==> config.mk <==
export PLATFORM = sky130hd
export DESIGN_NAME = stopwatch_cu
export DESIGN_NICKNAME = d
export VERILOG_FILES = /design/src/rtl/stopwatch_pkg.sv /design/src/rtl/btn_debounce.sv /design/src/rtl/stopwatch_cu.sv
export SDC_FILE = /design/constraint.sdc
export NUM_CORES = 1
export LEC_CHECK = 0
export BUFFER_PORTS_ARGS = -buffer_cell sky130_fd_sc_hd__buf_2
export CAP_MARGIN = 20
export CELL_PAD_IN_SITES_DETAIL_PLACEMENT = 0
export CELL_PAD_IN_SITES_GLOBAL_PLACEMENT = 1
export CORE_MARGIN = 4
export CORE_UTILIZATION = 45
export DETAILED_ROUTE_END_ITERATION = 8
export PLACE_DENSITY = 0.82
export SETUP_SLACK_MARGIN = 0.1
export SYNTH_ARGS = -nofsm -noshare
export SYNTH_HDL_FRONTEND = slang
export SYNTH_SLANG_ARGS = --single-unit
==> constraint.sdc <==
create_clock -name clk -period 2.4 [get_ports clk]
set_clock_uncertainty 0.05 [all_clocks]
set_input_delay 0.24 -clock clk [delete_from_list [all_inputs] [get_ports clk]]
set_output_delay 0.24 -clock clk [all_outputs]
set_load 0.02 [all_outputs]
==> src/rtl/stopwatch_pkg.sv <==
// Shared constants for the stopwatch control unit: FSM state codes and default
// debounce timing. Optional build macro: STOPWATCH_CU_RUN_CLEAR_EN (see stopwatch_cu).
package stopwatch_pkg;

    typedef logic [1:0] state_t;

    localparam state_t ST_STOP  = 2'b00;
    localparam state_t ST_RUN   = 2'b01;
    localparam state_t ST_CLEAR = 2'b10;

    localparam int SAMPLE_DIV_DEF = 100_000;
    localparam int DB_DEPTH_DEF   = 8;

endpackage

==> src/rtl/btn_debounce.sv <==
// One push-button conditioner: 2-FF synchronizer, sampled shift register with
// all-ones/all-zeros hysteresis, and a one-cycle rising-edge press pulse.
module btn_debounce
    import stopwatch_pkg::*;
#(
    parameter int DB_DEPTH = DB_DEPTH_DEF
) (
    input  logic clk,
    input  logic rst,
    input  logic i_tick,
    input  logic i_btn,
    output logic o_pulse
);

    logic [1:0]          sync_q;
    logic [DB_DEPTH-1:0] shift_q, shift_d;
    logic                level_q, level_d;
    logic                level_dly_q;

    always_ff @(posedge clk or posedge rst) begin
        if (rst) begin
            sync_q      <= '0;
            shift_q     <= '0;
            level_q     <= 1'b0;
            level_dly_q <= 1'b0;
        end else begin
            sync_q      <= {sync_q[0], i_btn};
            shift_q     <= shift_d;
            level_q     <= level_d;
            level_dly_q <= level_q;
        end
    end

    // Level only moves on a full run of identical samples; mixed history holds it.
    always_comb begin
        shift_d = shift_q;
        if (i_tick) begin
            shift_d = {shift_q[DB_DEPTH-2:0], sync_q[1]};
        end
        level_d = level_q;
        if (&shift_q) begin
            level_d = 1'b1;
        end else if (~|shift_q) begin
            level_d = 1'b0;
        end
    end

    assign o_pulse = level_q & ~level_dly_q;

endmodule

==> src/rtl/stopwatch_cu.sv <==
// Stopwatch control unit: debounced RUN/CLEAR buttons drive a STOP/RUN/CLEAR Moore FSM.
// Define STOPWATCH_CU_RUN_CLEAR_EN to let CLEAR also stop a running stopwatch.
module stopwatch_cu
    import stopwatch_pkg::*;
#(
    parameter int SAMPLE_DIV = SAMPLE_DIV_DEF,
    parameter int DB_DEPTH   = DB_DEPTH_DEF
) (
    input  logic clk,
    input  logic rst,
    input  logic i_btn_run,
    input  logic i_btn_clear,
    output logic o_run_stop,
    output logic o_clear
);

    localparam int             CNT_W   = (SAMPLE_DIV > 1) ? $clog2(SAMPLE_DIV) : 1;
    localparam logic [CNT_W-1:0] CNT_MAX = CNT_W'(SAMPLE_DIV - 1);

    logic [CNT_W-1:0] cnt_q, cnt_d;
    logic             sample_tick;
    logic             run_pulse, clr_pulse;
    state_t           state_q, state_d;

    // Shared prescaler: one sample tick every SAMPLE_DIV cycles for both buttons.
    assign sample_tick = (cnt_q == CNT_MAX);

    always_comb begin
        cnt_d = cnt_q + 1'b1;
        if (sample_tick) begin
            cnt_d = '0;
        end
    end

    always_ff @(posedge clk or posedge rst) begin
        if (rst) begin
            cnt_q <= '0;
        end else begin
            cnt_q <= cnt_d;
        end
    end

    btn_debounce #(.DB_DEPTH(DB_DEPTH)) u_db_run (
        .clk    (clk),
        .rst    (rst),
        .i_tick (sample_tick),
        .i_btn  (i_btn_run),
        .o_pulse(run_pulse)
    );

    btn_debounce #(.DB_DEPTH(DB_DEPTH)) u_db_clear (
        .clk    (clk),
        .rst    (rst),
        .i_tick (sample_tick),
        .i_btn  (i_btn_clear),
        .o_pulse(clr_pulse)
    );

    always_ff @(posedge clk or posedge rst) begin
        if (rst) begin
            state_q <= ST_STOP;
        end else begin
            state_q <= state_d;
        end
    end

    // Clear has priority when stopped; run has priority when running.
    always_comb begin
        state_d = state_q;
        case (state_q)
            ST_STOP: begin
                if (clr_pulse) begin
                    state_d = ST_CLEAR;
                end else if (run_pulse) begin
                    state_d = ST_RUN;
                end
            end
            ST_RUN: begin
                if (run_pulse) begin
                    state_d = ST_STOP;
`ifdef STOPWATCH_CU_RUN_CLEAR_EN
                end else if (clr_pulse) begin
                    state_d = ST_CLEAR;
`endif
                end
            end
            ST_CLEAR: state_d = ST_STOP;
            default:  state_d = ST_STOP;
        endcase
    end

    always_comb begin
        o_run_stop = (state_q == ST_RUN);
        o_clear    = (state_q == ST_CLEAR);
    end

endmodule

==> impl_metrics.py <==
metrics = {
    "finish": {
        "stdcell_count": 204,
        "fillers": 311,
        "syn_to_final_growth_pct": 10.5,
        "drive_gt1_frac": 0.218,
        "final_nets": 160,
        "diodes": 0,
        "multiInputGateArea_sq_um": 696,
        "seq_area_sq_um": 1080,
    },
    "logic_synthesis": {
        "syn_inst": 141,
        "synth_top_area_cell": "dfrtp_1",
        "yosysSeqAreaShare": 0.594,
        "ys.flop_type": "dfrtp_1",
        "syn_area_sq_um": 1810,
        "netlist_top_cells_area": "dfrtp_1, mux2_4, xnor2_1",
        "synth-async-reset-ratio": 1.00,
        "yosysTopAreaCellShare": 0.594,
        "post-synth-top-count-cell": "dfrtp_1",
        "syn_nets": 146,
        "yosys_register_bits": 43,
        "ys_types": 30,
        "synth_edf_count": 0,
        "syn_area_per_cell_sq_um": 12.9,
        "synthTopCellsByCount": "dfrtp_1, nor2_1, mux2_4, xnor2_1, nand3_1",
        "yosysWarnings": 0,
    },
    "status": {
        "outcome": "finished, final reports clean",
    },
    "global_route": {
        "grt_max_degree": 44,
        "grt_pass1_vias": 1045,
        "antenna_found_initial": 0,
        "grt_usage": 0.116,
        "grt_pass1_wl_microns": 4620,
        "overflow": 0,
    },
    "clocking": {
        "cts_buffers": 5,
        "clock_tree.root_cell": "clkbuf_8",
        "clock_path_buffers": 2,
        "worstSkewPairLatency_ns": 0.29,
        "cts-htree-levels": 2,
        "cts_tree": "yes",
        "cts_sinks": 43,
        "cts_resized": 0,
        "clkTransAtPathRegs_ns": 0.08,
    },
    "placed_design": {
        "port_buffers": 5,
        "dp_hpwl_microns": 1750,
        "gp_congestion": 0.747,
        "detailedPlace.worstSlack_ns": 0.455,
        "dp_cells": 195,
    },
    "sta": {
        "period_share": 0.812,
        "fin_setup_tns_ns": 0,
        "setup_ws_ns": 0.452,
        "hold_viol": 0,
        "max_clock_freq_ghz": 0.513,
        "slew_headroom": 0.655,
        "setup_violations": 0,
        "slew_violations": 0,
        "tightest_slew_ns": 0.518,
        "rsz0062_at_grt": "no",
        "final.min_clock_period_ns": 1.95,
    },
    "worst_setup_path": {
        "r2r-start": "cnt_q[13]",
        "crit_end": "u_db_run.shift_q[7]",
        "startpoint": "cnt_q[13]",
        "crit_path_start_kind": "flip-flop",
        "crit_type": "flip-flop to flip-flop",
        "crit_fanout": 13,
        "reg2reg_slack_ns": 0.45,
        "r2r_end": "u_db_run.shift_q[7]",
        "worstRegToRegCells": 5,
        "cp.required_ns": 2.53,
        "arrival_ns": 2.08,
        "endpoint_kind": "flip-flop",
    },
    "hold_path": {
        "hold_class": "input port to async pin",
    },
    "power_and_ir_drop": {
        "power_density_nw_per_um2": 609,
        "vdd_ir_drop_max_uv": 312,
        "p_leak_nw": 0.967,
    },
    "route": {
        "drt_iter0_markers": 63,
        "avgViaCountPerCell": 5.12,
        "routedWlPerCell_microns": 12.7,
        "drtAntennaViolNets": 0,
        "route.vias.total": 1045,
        "wl_microns": 2590,
        "drt_first_pass_iters": 4,
        "drc": 0,
    },
    "die": {
        "die_h_microns": 71.5,
        "fp.dieW_microns": 71.5,
        "start_util": 0.481,
        "dieArea_sq_um": 5110,
        "io_pins": 6,
        "rows": 22,
        "fp.coreArea_sq_um": 3770,
    },
    "flow_run": {
        "cap_viol_max_count": 0,
    },
}
-- cell families after synthesis --
| family | synth area share |
|---|---|
| muxes | 0.120 |
| buffers and inverters | 0.0228 |
| DFF | 0.594 |
| adders and majority gates | 0.00690 |
| xor gates and xnor gates | 0.0725 |
| and+or+nand+nor | 0.166 |
| AOI/OAI and AO/OA | 0.0179 |
-- layout make-up --
type	count	share of cell area
Clock inverter	2	0.00812
Sequential cell	43	0.537
Multi-Input combinational cell	92	0.347
Timing Repair Buffer	9	0.0287
Tap cell	48	0.0300
Clock buffer	6	0.0412
Inverter	4	0.00750
-- how the worst min path moves through the flow --
stage / startpoint / endpoint / slack (ns) / cells after the start
finish: rst / u_db_clear.shift_q[4] / 0.004 / 3
global route: i_btn_clear / u_db_clear.sync_q[0] / 0.003 / 1
CTS: i_btn_clear / u_db_clear.sync_q[0] / 0.003 / 1
detailed placement: u_db_run.sync_q[0] / u_db_run.sync_q[1] / 0.29 / 0
global placement: u_db_clear.sync_q[0] / u_db_clear.sync_q[1] / 0.28 / 0
floorplan: i_btn_clear / u_db_clear.sync_q[0] / 0.22 / 0
-- power by group --
| group | switching (mW) | internal (mW) | leakage, nW |
|---|---|---|---|
| clock network | 0.239 | 0.235 | 0.0474 |
| logic | 0.0138 | 0.00400 | 0.342 |
| registers | 0.000842 | 0.727 | 0.577 |
| total | 0.253 | 0.966 | 0.967 |
-- repair_timing --
action	4_1_cts	5_1_grt
buffers inserted	0	0
hold buffers	1	0
endpoints found under the hold margin	1	0
-- cells in the final DEF, fill, tap and decap left out --
cell	synthesis	routed
nor3_1	3	3
xnor2_1	10	10
nand2_1	5	5
nor4_1	2	2
nand2b_1	1	1
and3_1	2	2
nand4b_1	1	1
nor3_4	1	1
buf_4	0	3
or4_4	1	1
o21ai_0	2	2
mux2_2	5	5
mux2_1	1	1
buf_2	0	5
xor2_1	5	5
nor2_1	16	16
nand3_1	8	8
nand4_1	6	6
a21oi_1	1	1
clkinv_4	0	1
and2_1	1	1
inv_1	3	3
inv_2	1	1
o41ai_1	2	2
dlygate4sd3_1	0	1
or4_1	2	2
nor3b_1	1	1
clkinvlp_4	0	1
mux2_4	10	10
nor2b_1	4	4
clkbuf_8	0	6
dfrtp_1	43	43
nor4b_1	1	1
ha_1	1	1
-- worst max-delay path: stages, from the launching register on --
cell and delay (ns):
dfrtp_1 0.44, nor4b_1 0.33, nand4b_1 0.19, nor3_4 0.23
buf_4 0.25, mux2_1 0.34
-- routing by layer --
metal,GRT usage,vias to the layer above,part of all wire
met1,0.147,505,0.47
met5,0,-,0
met4,0.0501,0,0.017
met2,0.177,16,0.47
li1,-,519,-
met3,0.0435,5,0.040
-- registers in the layout (all words and copies together), names as in the netlist --
name / count
u_db_clear.sync_q: 2
state_q: 2
u_db_clear.level_q: 1
u_db_clear.shift_q: 8
u_db_run.level_dly_q: 1
u_db_run.shift_q: 8
u_db_run.level_q: 1
u_db_clear.level_dly_q: 1
u_db_run.sync_q: 2
cnt_q: 17
-- stage by stage --
stage          utilization  total power [mW]  hold WS, ns  instance area [sq um]
2_1_floorplan            -             0.753        0.221                   1810
3_3_place_gp         0.502             0.759        0.283                   1890
3_5_place_dp         0.502             0.760        0.292                   1890
4_1_cts              0.531              1.24      0.00349                   2000
5_1_grt              0.531              1.27      0.00345                   2000
6_report             0.531              1.22      0.00432                   2000
Note: power is estimated with default switching activity, not from simulation.
